--- config.mk ---
export PLATFORM = sky130hd
export DESIGN_NAME = serial_subtractor
export DESIGN_NICKNAME = d
export VERILOG_FILES = /design/src/rtl/alu_pkg.sv /design/src/rtl/chunk_adder.sv /design/src/rtl/serial_subtractor.sv
export SDC_FILE = /design/constraint.sdc
export NUM_CORES = 1
export LEC_CHECK = 0
export ABC_CLOCK_PERIOD_IN_PS = 2900
export BUFFER_PORTS_ARGS = -buffer_cell sky130_fd_sc_hd__buf_4
export CAP_MARGIN = 20
export CORE_ASPECT_RATIO = 0.7
export CORE_UTILIZATION = 35
export CTS_CLUSTER_SIZE = 16
export DETAILED_ROUTE_END_ITERATION = 10
export GPL_TIMING_DRIVEN = 0
export PLACE_DENSITY = 0.54
export SLEW_MARGIN = 20
export SYNTH_ARGS = -nofsm -noshare
export SYNTH_HDL_FRONTEND = slang
export SYNTH_SLANG_ARGS = --single-unit
--- constraint.sdc ---
create_clock -name clk -period 2.9 [get_ports clk]
set_input_delay 0.29 -clock clk [delete_from_list [all_inputs] [get_ports clk]]
set_output_delay 0.29 -clock clk [all_outputs]
set_load 0.01 [all_outputs]
--- src/rtl/alu_pkg.sv ---
// ---------------------------------------------------------------------------
// alu_pkg
// Shared definitions for the serial arithmetic blocks.
//   DEF_WIDTH / DEF_CHUNK : default operand width and bits processed per cycle
//   state_e               : control states of the serial subtractor
// ---------------------------------------------------------------------------
package alu_pkg;

   localparam int DEF_WIDTH = 16;
   localparam int DEF_CHUNK = 4;

   typedef enum logic [1:0] {
      IDLE = 2'd0,
      RUN  = 2'd1,
      DONE = 2'd2
   } state_e;

endpackage : alu_pkg

--- src/rtl/chunk_adder.sv ---
// ---------------------------------------------------------------------------
// chunk_adder
// Purely combinational CHUNK-bit adder with carry in and carry out.
//   a, b : CHUNK-bit addends
//   cin  : carry in
//   s    : CHUNK-bit sum
//   cout : carry out of the top bit
// ---------------------------------------------------------------------------
module chunk_adder #(
   parameter int CHUNK = 4
) (
   input  logic [CHUNK-1:0] a,
   input  logic [CHUNK-1:0] b,
   input  logic             cin,
   output logic [CHUNK-1:0] s,
   output logic             cout
);

   always_comb begin
      {cout, s} = {1'b0, a} + {1'b0, b} + {{CHUNK{1'b0}}, cin};
   end

endmodule : chunk_adder

--- src/rtl/serial_subtractor.sv ---
// ---------------------------------------------------------------------------
// serial_subtractor
// Computes A - B one CHUNK-bit slice per clock (LSB slice first) as
// A + ~B + 1, with a valid/ready handshake on both sides.
//   clk       : clock, rising edge
//   rst_n     : asynchronous active-low reset
//   in_valid  : operands A/B present       in_ready  : block is idle
//   A, B      : minuend / subtrahend       D         : difference mod 2^WIDTH
//   out_valid : result present             out_ready : consumer takes result
//   Borrow    : unsigned A < B             Overflow  : signed overflow of A - B
// Build option: define SERIAL_SUBTRACTOR_SAT_EN to saturate D on signed
// overflow (most positive value if A is non-negative, else most negative).
// ---------------------------------------------------------------------------
module serial_subtractor
   import alu_pkg::*;
#(
   parameter int WIDTH = DEF_WIDTH,
   parameter int CHUNK = DEF_CHUNK
) (
   input  logic             clk,
   input  logic             rst_n,
   input  logic             in_valid,
   output logic             in_ready,
   input  logic [WIDTH-1:0] A,
   input  logic [WIDTH-1:0] B,
   output logic             out_valid,
   input  logic             out_ready,
   output logic [WIDTH-1:0] D,
   output logic             Borrow,
   output logic             Overflow
);

   localparam int NCHUNK = WIDTH / CHUNK;
   localparam int CNT_W  = (NCHUNK > 1) ? $clog2(NCHUNK) : 1;
   localparam logic [CNT_W-1:0] LAST = CNT_W'(NCHUNK - 1);

   if ((WIDTH % CHUNK) != 0 || WIDTH < 2) begin : g_bad_param
      $error("serial_subtractor: WIDTH must be >= 2 and a multiple of CHUNK");
   end

   state_e             state_q, state_d;
   logic [CNT_W-1:0]   cnt_q, cnt_d;
   logic [WIDTH-1:0]   a_q, a_d;        // minuend, progressively replaced by the sum
   logic [WIDTH-1:0]   b_q, b_d;        // inverted subtrahend, shifted down
   logic               carry_q, carry_d;
   logic               a_msb_q, a_msb_d;
   logic               b_msb_q, b_msb_d;
   logic [WIDTH-1:0]   d_q, d_d;
   logic               borrow_q, borrow_d;
   logic               ovf_q, ovf_d;

   logic [CHUNK-1:0]   slice_s;
   logic               slice_c;
   logic [WIDTH-1:0]   a_shift;
   logic [WIDTH-1:0]   b_shift;
   logic               ovf_w;
   logic [WIDTH-1:0]   sat_val;

   // One adder shared by every slice: the low CHUNK bits of the operand
   // registers always hold the slice currently being added.
   chunk_adder #(.CHUNK(CHUNK)) u_chunk_adder (
      .a    (a_q[CHUNK-1:0]),
      .b    (b_q[CHUNK-1:0]),
      .cin  (carry_q),
      .s    (slice_s),
      .cout (slice_c)
   );

   // The sum slice enters at the top of a_q as the consumed minuend slice
   // leaves at the bottom, so after NCHUNK cycles a_q holds the raw result.
   if (NCHUNK > 1) begin : g_multi
      assign a_shift = {slice_s, a_q[WIDTH-1:CHUNK]};
      assign b_shift = {{CHUNK{1'b0}}, b_q[WIDTH-1:CHUNK]};
   end else begin : g_single
      assign a_shift = slice_s;
      assign b_shift = '0;
   end

   always_comb begin
      ovf_w   = (a_msb_q != b_msb_q) && (a_shift[WIDTH-1] != a_msb_q);
      sat_val = a_msb_q ? {1'b1, {(WIDTH-1){1'b0}}} : {1'b0, {(WIDTH-1){1'b1}}};
   end

   always_comb begin
      state_d  = state_q;
      cnt_d    = cnt_q;
      a_d      = a_q;
      b_d      = b_q;
      carry_d  = carry_q;
      a_msb_d  = a_msb_q;
      b_msb_d  = b_msb_q;
      d_d      = d_q;
      borrow_d = borrow_q;
      ovf_d    = ovf_q;

      case (state_q)
         IDLE: begin
            if (in_valid) begin
               state_d = RUN;
               cnt_d   = '0;
               a_d     = A;
               b_d     = ~B;
               carry_d = 1'b1;
               a_msb_d = A[WIDTH-1];
               b_msb_d = B[WIDTH-1];
            end
         end
         RUN: begin
            a_d     = a_shift;
            b_d     = b_shift;
            carry_d = slice_c;
            if (cnt_q == LAST) begin
               // Counter holds at LAST; it is only restarted by the next accept.
               state_d  = DONE;
               borrow_d = ~slice_c;
               ovf_d    = ovf_w;
`ifdef SERIAL_SUBTRACTOR_SAT_EN
               d_d      = ovf_w ? sat_val : a_shift;
`else
               d_d      = a_shift;
`endif
            end else begin
               cnt_d = cnt_q + CNT_W'(1);
            end
         end
         DONE: begin
            if (out_ready) begin
               state_d = IDLE;
            end
         end
         default: begin
            state_d = IDLE;
         end
      endcase
   end

   always_ff @(posedge clk or negedge rst_n) begin
      if (!rst_n) begin
         state_q  <= IDLE;
         cnt_q    <= '0;
         a_q      <= '0;
         b_q      <= '0;
         carry_q  <= 1'b0;
         a_msb_q  <= 1'b0;
         b_msb_q  <= 1'b0;
         d_q      <= '0;
         borrow_q <= 1'b0;
         ovf_q    <= 1'b0;
      end else begin
         state_q  <= state_d;
         cnt_q    <= cnt_d;
         a_q      <= a_d;
         b_q      <= b_d;
         carry_q  <= carry_d;
         a_msb_q  <= a_msb_d;
         b_msb_q  <= b_msb_d;
         d_q      <= d_d;
         borrow_q <= borrow_d;
         ovf_q    <= ovf_d;
      end
   end

   assign in_ready  = (state_q == IDLE);
   assign out_valid = (state_q == DONE);
   assign D         = d_q;
   assign Borrow    = borrow_q;
   assign Overflow  = ovf_q;

endmodule : serial_subtractor

==> results.sh <==
export IMPL_status="complete, no violations"
export IMPL_ir_drop_mv=0.436
export IMPL_setup_viol=0
export IMPL_synth_area_per_cell_sq_um=10.5
export IMPL_die_x_um=105
export IMPL_numCtsBuffers=9
export IMPL_std_cell_rows=25
export IMPL_syn_num_nets=290
export IMPL_clock_fmax_ghz=0.499
export IMPL_arrival_ns=2.22
export IMPL_synthMuxAreaShare_pct=12.6
export IMPL_grt_first_pass_wirelength_mm=10.3
export IMPL_avgRoutedWirePerCell_um=14.7
export IMPL_fin_nets=356
export IMPL_vias_per_cell=4.83
export IMPL_maxCapViolCount=0
export IMPL_setup_tns_ns=0
export IMPL_postRouteAntennaNets=0
export IMPL_synth_fa_ha_area_share_pct=3.45
export IMPL_critPathRequiredTime_ns=3.12
export IMPL_core_area_sq_mm=0.00698
export IMPL_synth_xor_area_share_pct=0.671
export IMPL_initial_core_util_pct=37.4
export IMPL_ctsResizeCount=0
export IMPL_gp_congestion=0.789
export IMPL_setup_slack_ns=0.897
export IMPL_root_buffer="clkbuf_8"
export IMPL_cts_tree="built"
export IMPL_cts_path_max_buffers=2
export IMPL_gr_usage_all_layers_pct=17.9
export IMPL_relSlewSlack_pct=50.6
export IMPL_fin_skew_ns=0.00894
export IMPL_synth_compound_area_share_pct=14.0
export IMPL_num_vias=1995
export IMPL_rsz0062_at_grt="no"
export IMPL_synth_top_family_by_area="compound AO/OA/AOI/OAI gates"
export IMPL_drtPass1Iterations=4
export IMPL_post_cts_buffers=0
export IMPL_p_leak_nw=1.60
export IMPL_die_h_um=74.3
export IMPL_ys_seq_area_share_pct=54.7
export IMPL_tightestPinTransition_ns=0.740
export IMPL_period_share_pct=69.1
export IMPL_pin_count=56
export IMPL_grt_max_degree=58
export IMPL_cts_hold_buffers=0
export IMPL_period_needed_ns=2.00
export IMPL_synthCells=248
export IMPL_synth_seq_cells=57
export IMPL_htree_levels=3
export IMPL_drive_above_1_share_pct=27.6
export IMPL_start_kind="flop"
export IMPL_io_buffers=55
export IMPL_route_detailed_drc=0
export IMPL_ys_warn_count=0
export IMPL_maxSlewViolCount=0
export IMPL_clock_latency_ns=0.33
export IMPL_clock_sinks=57
export IMPL_die_area_sq_mm=0.00781
export IMPL_path_max_fanout=2
export IMPL_drt_iter0_drc=96
export IMPL_hpwl_mm=4.37
export IMPL_diodes=0
export IMPL_dp_slack_ns=0.897
export IMPL_fillCellCount=693
export IMPL_timing_rr_end="a_q[14]"
export IMPL_r2r_start="a_q[0]"
export IMPL_syn_to_final_growth_pct=27.0
export IMPL_critPathKind="flop to flop"
export IMPL_timing_final_hold_violations=0
export IMPL_synth_simple_area_share_pct=10.7
export IMPL_synthesis_area_sq_mm=0.00261
export IMPL_min_path_type="input pin to asynchronous set/reset pin"
export IMPL_grt_antenna_before_repair=0
export IMPL_end_kind="flop"
export IMPL_grt_ovfl_total=0
export IMPL_timing_reg2reg_setup_slack_ns=0.90
export IMPL_p_per_area_mw_per_mm2=1170
export IMPL_path_clk_slew_ns=0.07
export IMPL_r2r_cells=5
export IMPL_first_global_vias=1994
export IMPL_drt_total_wl_mm=6.07
export IMPL_synthDistinctLibCells=33
per-stage QoR:
step / area (sq um) / util [%] / instances / total power [W] / hold slack (ns)
2_1_floorplan: 2610 / - / 248 / 0.00260 / -0.00559
3_3_place_gp: 3140 / 45.0 / 397 / 0.00322 / 0.404
3_5_place_dp: 3140 / 45.0 / 397 / 0.00326 / 0.404
4_1_cts: 3310 / 47.5 / 413 / 0.00393 / 0.0349
5_1_grt: 3310 / 47.5 / 413 / 0.00422 / 0.0572
6_report: 3310 / 47.5 / 413 / 0.00388 / 0.0151
synthesized netlist by cell type (all sizes together):
| cell | count | area (sq um) |
|---|---|---|
| clkbuf | 3 | 11.3 |
| o21bai | 1 | 7.51 |
| xor2 | 1 | 8.76 |
| a32o | 1 | 10.0 |
| mux2 | 16 | 188 |
| nand2 | 38 | 145 |
| fa | 2 | 40.0 |
| a211o | 1 | 8.76 |
| xnor2 | 1 | 8.76 |
| and2b | 1 | 7.51 |
| o22a | 1 | 8.76 |
| or3b | 1 | 8.76 |
| inv | 6 | 22.5 |
| o21ai | 35 | 175 |
| a21o | 3 | 22.5 |
| a21oi | 21 | 105 |
| buf | 11 | 68.8 |
| nor3 | 2 | 10.0 |
| a211oi | 1 | 7.51 |
| ha | 4 | 50.1 |
| nand3b | 1 | 7.51 |
| a221oi | 1 | 8.76 |
| nor2 | 20 | 75.1 |
| dfrtp | 57 | 1430 |
| mux2i | 14 | 140 |
| nand2b | 3 | 18.8 |
| nor3b | 1 | 7.51 |
| o2111a | 1 | 11.3 |
routing by layer:
| metal | global-route usage (%) | wire length, um |
|---|---|---|
| met5 | 0 | 0 |
| met4 | 5.16 | 45 |
| met3 | 7.01 | 337 |
| met2 | 24.9 | 2530 |
| met1 | 25.6 | 3150 |
how the worst max path moves through the flow:
stage / to / slack [ns] / depth (start not counted) / from
floorplan: a_q[14] / 1.10 / 5 / a_q[0]
global placement: a_q[14] / 0.91 / 5 / a_q[0]
detailed placement: a_q[14] / 0.90 / 5 / a_q[0]
CTS: a_q[14] / 0.89 / 5 / a_q[0]
global route: a_q[14] / 0.80 / 5 / a_q[0]
finish: a_q[14] / 0.90 / 5 / a_q[0]
area by class of cell:
| type | instances | area [sq um] | area share (%) |
|---|---|---|---|
| Tap cell | 94 | 118 | 3.55 |
| Timing Repair Buffer | 55 | 413 | 12.5 |
| Buffer | 14 | 80.1 | 2.42 |
| Multi-Input combinational cell | 171 | 1080 | 32.6 |
| Sequential cell | 57 | 1430 | 43.0 |
| Clock inverter | 3 | 15.0 | 0.453 |
| Inverter | 6 | 22.5 | 0.680 |
| Clock buffer | 13 | 159 | 4.79 |
placed cells by master (no fill, tap or decap), types with 2 or more instances in the layout:
cell / instances
buf_4: 58
mux2i_1: 14
buf_2: 7
clkinv_2: 3
a21oi_1: 21
nor2_1: 20
mux2_1: 10
nor3_1: 2
mux2_2: 4
inv_1: 6
clkbuf_8: 11
o21ai_0: 35
dfrtp_1: 57
ha_1: 4
mux2_4: 2
fa_1: 2
a21o_1: 3
nand2b_1: 3
clkbuf_1: 5
nand2_1: 37
worst max-delay path: stages (launching register included):
cell     delay [ns]
dfrtp_1        0.40
fa_1           0.46
fa_1           0.44
xnor2_1        0.28
a21oi_1        0.11
o22a_1         0.20
sequential cells by signal (all words and copies together), names as in the netlist:
name      count
D            16
a_q          16
b_q          16
cnt_q         2
state_q       2
Borrow        1
Overflow      1
a_msb_q       1
b_msb_q       1
carry_q       1
cells by family after synthesis:
| kind of cell | count (synthesis) |
|---|---|
| flops | 57 |
| fa+ha+maj | 6 |
| simple gates | 67 |
| mux | 30 |
| xor+xnor | 2 |
| buf+inv | 20 |
| compound gates | 66 |
where the power goes:
group / switching (W) / internal [W] / total [W]
sequential: 0.000271 / 0.00119 / 0.00146
clock: 0.000298 / 0.000353 / 0.000650
combinational: 0.000945 / 0.000827 / 0.00177
total: 0.00151 / 0.00237 / 0.00388
Power figures use the tool's default switching activity.
